[config.mk]
export PLATFORM = sky130hd
export DESIGN_NAME = owl_txn_arb
export DESIGN_NICKNAME = d
export VERILOG_FILES = /design/src/rtl/owl_txn_arb.sv
export SDC_FILE = /design/constraint.sdc
export NUM_CORES = 1
export LEC_CHECK = 0
export ABC_AREA = 1
export CORE_ASPECT_RATIO = 1.2
export CORE_MARGIN = 2
export CORE_UTILIZATION = 45
export DETAILED_ROUTE_END_ITERATION = 6
export HOLD_SLACK_MARGIN = 0.05
export PLACE_DENSITY = 0.9
export RECOVER_POWER = 25
export SYNTH_ARGS = -nofsm -noshare
export SYNTH_HDL_FRONTEND = slang
export SYNTH_SLANG_ARGS = --single-unit
export TNS_END_PERCENT = 10
[constraint.sdc]
create_clock -name clk -period 4.8 [get_ports clk]
set_clock_uncertainty 0.1 [all_clocks]
set_input_delay 0.96 -clock clk [delete_from_list [all_inputs] [get_ports clk]]
set_output_delay 0.96 -clock clk [all_outputs]
set_load 0.005 [all_outputs]
[src/rtl/owl_txn_arb.sv]
// Round-robin transaction scheduler in front of the one-wire master frame engine.
// Define OWL_ARB_RETRY_EN to re-issue failed frames up to MAX_RETRY times.
module owl_txn_arb #(
    parameter int                  NREQ      = 4,
    parameter int                  IDX_W     = 2,
    parameter int                  TO_WIDTH  = 16,
    parameter logic [TO_WIDTH-1:0] TO_CYC    = 16'hC000,
    parameter logic [7:0]          GAP_CYC   = 8'h40,
    parameter int                  MAX_RETRY = 2
) (
    input  logic                rst,
    input  logic                clk,
    input  logic [NREQ-1:0]     req,
    input  logic [NREQ-1:0]     req_cmd,
    input  logic [NREQ*7-1:0]   req_addr,
    input  logic [NREQ*8-1:0]   req_num,
    input  logic [NREQ*24-1:0]  req_wdata,
    output logic [NREQ-1:0]     gnt,
    output logic [NREQ-1:0]     done,
    output logic [7:0]          rsp_status,
    output logic [1:0]          rsp_err,
    output logic                busy,
    output logic                m_start,
    output logic                m_cmd,
    output logic [6:0]          m_addr,
    output logic [7:0]          m_num,
    output logic [7:0]          m_wdata0,
    output logic [7:0]          m_wdata1,
    output logic [7:0]          m_wdata2,
`ifdef OWL_ARB_RETRY_EN
    output logic [1:0]          rsp_retries,
`endif
    input  logic                m_done,
    input  logic [7:0]          m_status,
    input  logic                m_err
);

    typedef enum logic [2:0] {S_IDLE, S_ARB, S_ISSUE, S_WAIT, S_GAP, S_DONE} state_t;

`ifdef OWL_ARB_RETRY_EN
    localparam bit RETRY_EN = 1'b1;
`else
    localparam bit RETRY_EN = 1'b0;
`endif
    localparam logic [1:0]          RETRY_LIM = 2'(MAX_RETRY);
    localparam logic [TO_WIDTH-1:0] TO_LAST   = TO_CYC - TO_WIDTH'(1);
    // A zero gap still occupies one GAP cycle.
    localparam logic [7:0]          GAP_LAST  = (GAP_CYC == 8'd0) ? 8'd0 : GAP_CYC - 8'd1;

    state_t              state, state_nxt;
    logic [IDX_W-1:0]    rr_ptr, win_idx, arb_idx;
    logic [TO_WIDTH-1:0] to_cnt;
    logic [7:0]          gap_cnt;
    logic [1:0]          retry_cnt;
    logic                retry_pend;
    logic                any_req, wait_ok, wait_to, gap_end, fail, retry_go;

    logic [6:0]  addr_a  [NREQ];
    logic [7:0]  num_a   [NREQ];
    logic [23:0] wdata_a [NREQ];

    for (genvar i = 0; i < NREQ; i++) begin : g_unpack
        assign addr_a[i]  = req_addr[7*i +: 7];
        assign num_a[i]   = req_num[8*i +: 8];
        assign wdata_a[i] = req_wdata[24*i +: 24];
    end

    // First asserted request after ptr, wrapping; the lowest offset wins.
    function automatic logic [IDX_W-1:0] rr_pick(input logic [NREQ-1:0] r,
                                                 input logic [IDX_W-1:0] ptr);
        logic [IDX_W-1:0] sel, j;
        sel = ptr;
        for (int k = NREQ; k >= 1; k--) begin
            j = IDX_W'((int'(ptr) + k) % NREQ);
            if (r[j]) sel = j;
        end
        return sel;
    endfunction

    assign any_req  = |req;
    assign arb_idx  = rr_pick(req, rr_ptr);
    assign wait_ok  = (state == S_WAIT) && m_done;
    assign wait_to  = (state == S_WAIT) && !m_done && (to_cnt == TO_LAST);
    assign gap_end  = (state == S_GAP) && (gap_cnt == GAP_LAST);
    assign fail     = (wait_ok && m_err) || wait_to;
    assign retry_go = RETRY_EN && fail && (retry_cnt < RETRY_LIM);
    assign busy     = (state != S_IDLE);

`ifdef OWL_ARB_RETRY_EN
    assign rsp_retries = retry_cnt;
`endif

    always_ff @(posedge clk or negedge rst) begin
        if (!rst) state <= S_IDLE;
        else      state <= state_nxt;
    end

    always_comb begin
        state_nxt = state;
        gnt       = '0;
        done      = '0;
        m_start   = 1'b0;
        case (state)
            S_IDLE:  if (any_req) state_nxt = S_ARB;
            S_ARB: begin
                if (any_req) begin
                    gnt       = NREQ'(1) << arb_idx;
                    state_nxt = S_ISSUE;
                end else begin
                    state_nxt = S_IDLE;
                end
            end
            S_ISSUE: begin
                m_start   = 1'b1;
                state_nxt = S_WAIT;
            end
            S_WAIT:  if (wait_ok || wait_to) state_nxt = S_GAP;
            S_GAP:   if (gap_end) state_nxt = retry_pend ? S_ISSUE : S_DONE;
            S_DONE: begin
                done      = NREQ'(1) << win_idx;
                state_nxt = S_IDLE;
            end
            default: state_nxt = S_IDLE;
        endcase
    end

    always_ff @(posedge clk or negedge rst) begin
        if (!rst) begin
            rr_ptr     <= IDX_W'(NREQ - 1);
            win_idx    <= '0;
            m_cmd      <= 1'b0;
            m_addr     <= '0;
            m_num      <= '0;
            m_wdata0   <= '0;
            m_wdata1   <= '0;
            m_wdata2   <= '0;
            rsp_status <= '0;
            rsp_err    <= '0;
            to_cnt     <= '0;
            gap_cnt    <= '0;
            retry_cnt  <= '0;
            retry_pend <= 1'b0;
        end else begin
            // Winner fields are frozen here and held until the next arbitration.
            if (state == S_ARB && any_req) begin
                rr_ptr    <= arb_idx;
                win_idx   <= arb_idx;
                m_cmd     <= req_cmd[arb_idx];
                m_addr    <= addr_a[arb_idx];
                m_num     <= num_a[arb_idx];
                m_wdata0  <= wdata_a[arb_idx][7:0];
                m_wdata1  <= wdata_a[arb_idx][15:8];
                m_wdata2  <= wdata_a[arb_idx][23:16];
                retry_cnt <= '0;
            end

            if (state == S_ISSUE)     to_cnt <= '0;
            else if (state == S_WAIT) to_cnt <= to_cnt + 1'b1;

            // m_done has priority over a timeout landing in the same cycle.
            if (wait_ok) begin
                rsp_status <= m_status;
                rsp_err    <= m_err ? 2'b01 : 2'b00;
            end else if (wait_to) begin
                rsp_status <= 8'hFF;
                rsp_err    <= 2'b10;
            end

            if (state != S_GAP) gap_cnt <= '0;
            else                gap_cnt <= gap_cnt + 1'b1;

            if (retry_go) begin
                retry_cnt  <= retry_cnt + 1'b1;
                retry_pend <= 1'b1;
            end else if (gap_end) begin
                retry_pend <= 1'b0;
            end
        end
    end

endmodule

==> results of run 1 <==
-- critical path, cell delays in order --
cell and delay [ns]:
clkdlybuf4s50_1 0.50, nand2_1 0.06, nand2_1 0.07, nand2_1 0.07
nand2_1 0.07, inv_2 0.04, nand2_2 0.07, nand2_2 0.06
nand2_4 0.06, nand2_2 0.10, nor3_1 0.35, clkdlybuf4s50_1 0.59
-- cell families after synthesis --
| kind of cell | Yosys count | synth area share |
|---|---|---|
| flops | 81 | 0.362 |
| compound gates | 41 | 0.0458 |
| buf+inv | 239 | 0.173 |
| simple gates | 534 | 0.408 |
| xor+xnor | 4 | 0.00625 |
| fa+ha+maj | 2 | 0.00447 |
-- per-layer routing --
metal / up-vias / wire length, um / track usage
met3: 35 / 1260 / 0.0575
met2: 257 / 8520 / 0.455
li1: 3166 / - / -
met5: - / 0 / 0
met1: 2821 / 6770 / 0.303
met4: 0 / 459 / 0.0867
-- cell type report --
| class | count | area [um^2] | area share |
|---|---|---|---|
| clock inverters | 7 | 83.8 | 0.0101 |
| multi-input cells | 581 | 2610 | 0.314 |
| inverters | 196 | 738 | 0.0890 |
| flip-flops and latches | 81 | 2030 | 0.245 |
| clock buffers | 9 | 225 | 0.0272 |
| repair buffers | 243 | 2410 | 0.290 |
| well taps | 161 | 201 | 0.0243 |
-- registers in the layout, indices dropped and copies added, names as in the netlist --
register    count
m_wdata0        8
rsp_status      8
rr_ptr          2
state           3
m_wdata1        8
gap_cnt         8
m_wdata2        8
to_cnt         16
win_idx         2
rsp_err         2
m_num           8
m_addr          7
m_cmd           1
-- worst paths after layout --
path                             from          end  slack (ns)  cells past startpoint
max in group asynchronous         rst    to_cnt[0]        2.37                      1
max reg2reg                 rr_ptr[0]  m_wdata1[2]        2.09                     14
min reg2reg                gap_cnt[0]   gap_cnt[0]        0.36                      1
max                            req[1]       gnt[1]        0.72                     12
min                        gap_cnt[0]   gap_cnt[0]        0.36                      1
min in group asynchronous         rst  m_wdata2[2]        1.08                      1
-- power groups by stage --
stage               Combinational, mW  Sequential (mW)  Clock (mW)
finish                           3.47             1.10       0.714
global route                     3.91             1.13       0.756
CTS                              3.48             1.10       0.728
detailed placement               3.47             1.11           0
global placement                 3.41             1.10           0
floorplan                        2.42             1.09           0
-- cell usage in the layout, fill, tap and decap left out, drive strengths merged, types with 2 or more instances in the layout --
cell / n
o21ai: 14
clkdlybuf4s50: 234
nand4: 4
nor3b: 3
inv: 199
nand3: 176
a21oi: 12
buf: 8
nand2: 302
clkbuf: 10
dfstp: 2
dfrtp: 79
clkinv: 2
ha: 2
o22a: 8
nor3: 15
nor2: 34
xor2: 4
==> impl_metrics.csv, run 1 <==
group,metric,value,unit
timing,whs,0.362,ns
hold_path,hold_class,"reg -> reg",
route,first_pass_iters,5,
logic_synthesis,ys_seq_area_frac,0.362,
final_layout,final_cells,1278,
final_layout,fin_nets,1290,
logic_synthesis,synth.area.top_cells,"dfrtp_1 35%, nand2_1 20%, nand3_1 16%, inv_1 13%, nor2_1 2.2%",
placed_design,dp_hpwl,12400,um
logic_synthesis,synth_top_area_cell,"dfrtp_1",
final_layout,nFillCells,1009,
logic_synthesis,yosys_most_used_dff,"dfrtp_1",
floorplanning,die_y,126,um
timing,post-route-period-util,0.849,
power_and_ir_drop,p_sw,2.59,mW
logic_synthesis,syn_nets,1079,
timing,setup_violations,0,
global_routing,overflow,0,
floorplanning,die_area,13400,um^2
clocking,cts.repair.resized,0,
global_routing,grt_pass1_wl,27800,um
global_routing,track_usage,0.255,
timing,period_needed,4.08,ns
worst_setup_path,crit_type,"in -> out",
timing,layout_setup_ws,0.725,ns
floorplanning,rows,44,
power_and_ir_drop,switching_share,0.489,
clocking,post_cts_buffers,0,
clocking,clk_path_buf_depth,2,
clocking,path_clk_slew,0.06,ns
worst_setup_path,worst-path-max-fanout,4,
global_routing,first_global_vias,5886,
clocking,cts_htree_levels,3,
route,wl_per_cell,13.3,um
clocking,cts-root-buf,"clkbuf_16",
floorplanning,ios,236,
placed_design,port-buffer-count,235,
clocking,cts.sinks,81,
route,drt_iter0_drc,284,
clocking,hold_buffers,0,
worst_setup_path,end_kind,"output port",
route,drc,0,
timing,slew_violations,82,
timing,relSlewSlack,-0.309,
worst_setup_path,worst-endpoint-arrival,3.02,ns
route,via_count,6279,
power_and_ir_drop,leakagePower,4.44,nW
final_layout,fin_util,0.685,
timing,worst_slew_pin_slew,1.96,ns
logic_synthesis,synth.avg_cell_area,6.22,um^2
timing,rsz0062_at_grt,"no",
run_status,status,"complete, but fails checks",
timing,max_freq,245,MHz
run_status,violations,"max-capacitance violations, max-slew violations",
logic_synthesis,syn_inst,901,
floorplanning,core,12100,um^2
clocking,cts_tree,"done",
final_layout,drive_above_1_share,0.0349,
floorplanning,chipWidth,106,um
route,wirelength,17000,um
placed_design,routabilityCongestion,0.896,
power_and_ir_drop,combPwrFrac,0.657,
logic_synthesis,yosys_warnings,0,
worst_setup_path,startpoint_type,"input port",
worst_setup_path,worst_ep_required_time,3.74,ns
final_layout,final_area,8290,um^2
power_and_ir_drop,intPower,2.70,mW
job,maxCapViolCount,1,
floorplanning,start_util,0.463,
power_and_ir_drop,irDropWorstVdd,586,uV
logic_synthesis,synth-seq-cells,81,
logic_synthesis,yosysTopAreaCellShare,0.353,
timing,tns,0,ns
global_routing,antenna_found_initial,0,
logic_synthesis,synth_edf_count,0,
global_routing,grt_max_degree,82,
placed_design,dp_slack,0.753,ns
clocking,clk_latency,0.34,ns
power_and_ir_drop,power_frac_seq,0.208,
logic_synthesis,synthArstFlopShare,1.00,
placed_design,placed_area,7990,um^2
power_and_ir_drop,power_frac_clock,0.135,
power_and_ir_drop,power,5.29,mW
route,antenna_left,0,
clocking,cts-buffers-inserted,9,
final_layout,area_delta_synth_final,48.0,%
route,vias_per_cell,4.91,
logic_synthesis,post_synth_num_cell_types,33,
timing,hold_viol_final,0,
placed_design,dp.cells,1262,
logic_synthesis,synthTopCellsByCount,"298 x nand2_1, 189 x inv_1, 175 x nand3_1",
logic_synthesis,syn_area,5600,um^2
final_layout,antenna_cells,0,
power_and_ir_drop,powerDensity,638,nW/um^2
logic_synthesis,yosysMostFrequentCell,"nand2_1",
No activity file was read; power rests on OpenSTA's default activity.
==> inputs of run 2 (changes only) <==
- CORE_UTILIZATION: 45 -> 39
- PLACE_DENSITY: 0.9 -> 0.83
- clock period: 4.8 -> 3.56 ns (I/O delays scaled with it)
==> run 2 against run 1 <==
The run still ends with max-capacitance violations, max-slew violations left. Clock power grew 44%. Setup slack lost 0.63 ns. Final area grew 0.89%. Power grew 36%. Die area grew 15%. Core utilization shrank 9.7 points. Worst hold slack gained 0.0034 ns. First-iteration DRC count grew 15%. Count of clock-buffer cells in the layout is the same. Sequential share of layout area shrank 0.22 points. Global-route usage shrank 3.6 points.
==> impl_metrics.csv, run 2 (same netlist as run 1, synthesis figures left out) <==
group,metric,value,unit
route,wl_per_cell,12.9,um
route,via_count,6234,
final_layout,top_register,"to_cnt",
floorplanning,chipWidth,113,um
clocking,cts.sinks,81,
final_layout,largest_reg_flops,16,
floorplanning,core,14200,um^2
final_layout,antenna_cells,0,
final_layout,seqCellArea,2030,um^2
clocking,cts-buffers-inserted,9,
floorplanning,die_area,15300,um^2
route,first_pass_iters,5,
clocking,post_cts_buffers,0,
route,drc,0,
global_routing,grt_busiest_layer,"met2",
placed_design,routabilityCongestion,0.897,
global_routing,antenna_found_initial,0,
hold_path,hold_class,"reg -> reg",
floorplanning,rows,48,
timing,setup_violations,0,
clocking,hold_buffers,0,
hold_path,hp-start,"gap_cnt[0]",
placed_design,dp_hpwl,12200,um
timing,period_needed,3.46,ns
clocking,cts_tree,"done",
worst_setup_path,worst_ep_required_time,2.75,ns
global_routing,overflow,0,
power_and_ir_drop,power_frac_clock,0.143,
placed_design,dp.cells,1280,
final_layout,final_area,8370,um^2
power_and_ir_drop,leakagePower,4.48,nW
global_routing,track_usage,0.219,
worst_setup_path,crit_type,"in -> out",
timing,tns,0,ns
worst_setup_path,end_kind,"output port",
power_and_ir_drop,combPwrFrac,0.654,
worst_setup_path,critPathLaunch,"req[0]",
timing,slew_violations,82,
power_and_ir_drop,powerDensity,863,nW/um^2
power_and_ir_drop,irDropWorstVdd,804,uV
timing,post-route-period-util,0.973,
worst_setup_path,worstReg2RegStart,"rr_ptr[0]",
final_layout,final_cells,1296,
global_routing,use_met1,0.267,
clocking,clk_path_buf_depth,2,
timing,relSlewSlack,-0.353,
clocking,cts_htree_levels,3,
worst_setup_path,worst-endpoint-arrival,2.65,ns
final_layout,layout_common_cells,"296 x nand2_1, 234 x clkdlybuf4s50_1, 189 x inv_1",
floorplanning,ios,236,
route,antenna_left,0,
final_layout,mostFrequentLayoutCell,"nand2_1",
power_and_ir_drop,p_sw,3.47,mW
final_layout,area_delta_synth_final,49.3,%
placed_design,port-buffer-count,235,
route,drt_iter0_drc,328,
final_layout,fin_nets,1294,
global_routing,first_global_vias,5883,
power_and_ir_drop,power_frac_seq,0.203,
global_routing,use_met3,0.0546,
global_routing,grt_pass1_wl,27200,um
job,maxCapViolCount,1,
timing,rsz0062_at_grt,"no",
global_routing,grt_max_degree,82,
timing,max_freq,289,MHz
power_and_ir_drop,power,7.22,mW
worst_setup_path,startpoint_type,"input port",
run_status,violations,"max-capacitance violations, max-slew violations",
run_status,status,"complete, but fails checks",
floorplanning,die_y,135,um
placed_design,placed_area,8040,um^2
route,vias_per_cell,4.81,
timing,hold_viol_final,0,
worst_setup_path,worst-path-max-fanout,5,
final_layout,drive_above_1_share,0.0401,
final_layout,multiInputGateArea,2610,um^2
clocking,path_clk_slew,0.06,ns
timing,worst_slew_pin_slew,2.03,ns
final_layout,nFillCells,1325,
floorplanning,start_util,0.394,
clocking,clk_latency,0.34,ns
power_and_ir_drop,intPower,3.74,mW
global_routing,grtUsageMet2,0.370,
route,wirelength,16700,um
power_and_ir_drop,switching_share,0.481,
clocking,cts-root-buf,"clkbuf_16",
-- run 2: changes by cell type in the layout (fill, tap and decap cells not counted) --
cell and delta:
nor2_2 +2, clkbuf_1 +1, clkinvlp_4 -1, bufinv_16 +1
inv_8 +1, inv_6 -1, buf_4 +3, inv_1 -1
nor2_1 -2, inv_2 +1
-- run 2: layer usage --
metal,wire [um],up-vias
met5,0,-
met4,598,0
met3,1120,48
met2,8230,207
met1,6780,2799
li1,-,3180
-- run 2: timing repair --
| item | CTS | global route |
|---|---|---|
| endpoints found under the setup margin | 0 | 1 |
| endpoints found under the hold margin | 0 | 0 |
| resized for setup | 0 | 1 |
-- run 2: power groups by stage --
stage	logic, mW	registers, mW	clock network [mW]
after detailed placement	4.73	1.48	0
after global routing	5.35	1.51	1.10
final	4.72	1.47	1.03
after floorplan	3.26	1.47	0
after CTS	4.76	1.47	1.06
after global placement	4.69	1.47	0
-- run 2: cell type report --
type / count / area share
Multi-Input combinational cell: 581 / 0.312
Sequential cell: 81 / 0.243
Clock inverter: 7 / 0.0130
Inverter: 196 / 0.0882
Timing Repair Buffer: 247 / 0.291
Tap cell: 175 / 0.0262
Clock buffer: 9 / 0.0269
-- run 2: through the flow --
stage                     hold slack [ns]  setup WS (ns)   util
after global routing                0.401        0.00491  0.588
after detailed placement            0.359         0.0933  0.565
after global placement              0.347          0.135  0.565
after floorplan                     0.316           1.01      -
after CTS                           0.367         0.0679  0.588
final                               0.366         0.0972  0.588
-- run 2: path summary, 6_finish.rpt --
check / endpoint / cells past startpoint / slack (ns)
min reg2reg: gap_cnt[0] / 1 / 0.37
max reg2reg: m_wdata2[0] / 14 / 0.89
min: gap_cnt[0] / 1 / 0.37
max in group asynchronous: to_cnt[8] / 1 / 1.31
max: gnt[2] / 12 / 0.1
min in group asynchronous: m_num[7] / 1 / 0.85
-- run 2: worst max-delay path, cell delays in order --
cell and delay, ns:
clkdlybuf4s50_1 0.51, nand2_1 0.06, nand2_1 0.10, nand2_1 0.09, nand2_1 0.10, inv_2 0.06, nand2_2 0.08, nand2_4 0.05
nand2_2 0.10, nand2_1 0.11, nor2_2 0.14, clkdlybuf4s50_1 0.55
==> inputs of run 3 (changes only) <==
- CAP_MARGIN: default -> 20
- CORE_UTILIZATION: 39 -> 45
- DONT_BUFFER_PORTS: default -> 1
- PLACE_DENSITY: 0.83 -> 0.66
- clock period: 3.56 -> 3.6 ns (I/O delays scaled with it)
==> run 3 against run 2 <==
Critical path depth did not move. Worst hold slack got worse by 0.24 ns. Cell count fell by 19%. Global-route usage rose by 0.48 points. Core utilization fell by 9.6 points. Highest routed layer unchanged. Critical endpoint is now gnt[3]. Largest power group unchanged. Final area fell by 29%. Wire length fell by 14%. The flow still finishes with violations (max-capacitance violations, max-slew violations). First-iteration DRC count fell by 12%. Non-clock buffer count fell by 237. Sequential share of layout area rose by 9.8 points. Register-to-register slack improved by 0.11 ns. Power fell by 14%.
==> impl_metrics.csv, run 3 (same netlist as run 1, synthesis figures left out) <==
group,metric,value,unit
final_layout,largest_reg_flops,16,
placed_design,dp_hpwl,10300,um
timing,max_freq,316,MHz
timing,rsz0062_at_grt,"no",
final_layout,mostFrequentLayoutCell,"nand2_1",
final_layout,area_delta_synth_final,6.36,%
final_layout,final_area,5960,um^2
global_routing,overflow,0,
final_layout,nFillCells,1268,
global_routing,grt_pass1_wl,24200,um
power_and_ir_drop,powerDensity,1050,nW/um^2
worst_setup_path,worst_ep_required_time,2.78,ns
global_routing,grt_max_degree,81,
global_routing,first_global_vias,5029,
clocking,clk_latency,0.33,ns
worst_setup_path,worstRegToRegCells,14,
floorplanning,start_util,0.463,
floorplanning,die_y,126,um
worst_setup_path,end_kind,"output port",
clocking,cts.sinks,81,
route,wirelength,14400,um
route,via_count,5329,
floorplanning,core,12100,um^2
timing,relSlewSlack,-0.285,
run_status,violations,"max-capacitance violations, max-slew violations",
worst_setup_path,worst-endpoint-arrival,2.34,ns
global_routing,antenna_found_initial,0,
route,antenna_left,0,
power_and_ir_drop,leakagePower,3.54,nW
run_status,status,"complete, but fails checks",
clocking,cts-root-buf,"clkbuf_16",
final_layout,fin_nets,1057,
timing,worst_slew_pin_slew,1.93,ns
hold_path,hold_class,"in -> async",
route,drt_iter0_drc,289,
route,drc,0,
final_layout,drive_above_1_share,0.0475,
worst_setup_path,crit_type,"reg -> out",
floorplanning,chipWidth,106,um
clocking,path_clk_slew,0.06,ns
clocking,cts_tree,"done",
placed_design,port-buffer-count,0,
placed_design,placed_area,5650,um^2
route,vias_per_cell,5.10,
floorplanning,rows,44,
timing,tns,0,ns
worst_setup_path,startpoint_type,"register",
floorplanning,die_area,13400,um^2
final_layout,antenna_cells,0,
floorplanning,ios,236,
final_layout,layout_common_cells,"296 x nand2_1, 189 x inv_1, 175 x nand3_1",
timing,slew_violations,80,
route,wl_per_cell,13.8,um
timing,period_needed,3.16,ns
clocking,post_cts_buffers,0,
worst_setup_path,worst-path-max-fanout,24,
global_routing,track_usage,0.224,
placed_design,routabilityCongestion,0.864,
clocking,clk_path_buf_depth,2,
timing,post-route-period-util,0.879,
job,maxCapViolCount,1,
timing,hold_viol_final,0,
timing,setup_violations,0,
final_layout,top_register,"to_cnt",
clocking,cts_htree_levels,3,
power_and_ir_drop,irDropWorstVdd,850,uV
clocking,cts-buffers-inserted,9,
final_layout,fin_util,0.492,
route,first_pass_iters,4,
[run 3: cell types whose count changed in the layout (fill, tap and decap cells not counted), sizes merged]
cell	change
clkdlybuf4s50	-234
buf	-2
bufinv	-1
clkbuf	-1
clkinvlp	+1
[run 3: metrics by stage]
step	hold WS, ns	cells	worst slack (ns)	power, mW
2_1_floorplan	0.324	901	1.04	4.67
3_3_place_gp	0.328	1028	0.784	5.33
3_5_place_dp	0.328	1028	0.775	5.34
4_1_cts	0.110	1045	0.411	6.33
5_1_grt	0.103	1045	0.215	6.96
6_report	0.123	1045	0.435	6.23
[run 3: routing by layer]
layer | up-vias | global-route usage | routed length, um
li1 | 2701 | - | -
met1 | 2434 | 0.281 | 6160
met2 | 174 | 0.378 | 7180
met3 | 20 | 0.0455 | 810
met4 | 0 | 0.0890 | 295
met5 | - | 0 | 0
[run 3: layout make-up]
type / count / area [um^2] / area share
clock buffers: 9 / 225 / 0.0378
clock inverters: 7 / 83.8 / 0.0141
inverters: 196 / 738 / 0.124
multi-input cells: 581 / 2610 / 0.438
flip-flops and latches: 81 / 2030 / 0.341
well taps: 161 / 201 / 0.0338
repair buffers: 10 / 72.6 / 0.0122
[run 3: repair_timing]
item | 4_1_cts | 5_1_grt
hold buffers | 1 | 0
hold endpoints to repair | 79 | 0
gates resized for setup | 0 | 0
[run 3: final timing paths]
path                       slack, ns           to        from
min in group clk                0.36   gap_cnt[0]  gap_cnt[0]
min reg2reg                     0.36   gap_cnt[0]  gap_cnt[0]
max                             0.44       gnt[3]   rr_ptr[0]
max in group asynchronous       1.46  m_wdata2[0]         rst
max reg2reg                     1.00  m_wdata2[3]   rr_ptr[0]
min                             0.12    rr_ptr[0]         rst
[run 3: critical path, cell delays in order, from the launching register on]
cell	delay (ns)
dfstp_2	0.65
inv_4	0.09
nand2_1	0.06
nand2_1	0.07
nand2_1	0.09
nand2_1	0.05
nand2_1	0.06
nand2_1	0.04
nand2_1	0.06
nand2_2	0.06
inv_2	0.33
nand2_1	0.23
nor2_1	0.20
[run 3: where the power goes]
| part | total (mW) | switching [mW] | internal [mW] | leakage (nW) |
|---|---|---|---|---|
| logic | 3.74 | 2.56 | 1.18 | 2.37 |
| registers | 1.55 | 0.300 | 1.25 | 1.03 |
| clock network | 0.939 | 0.389 | 0.550 | 0.149 |
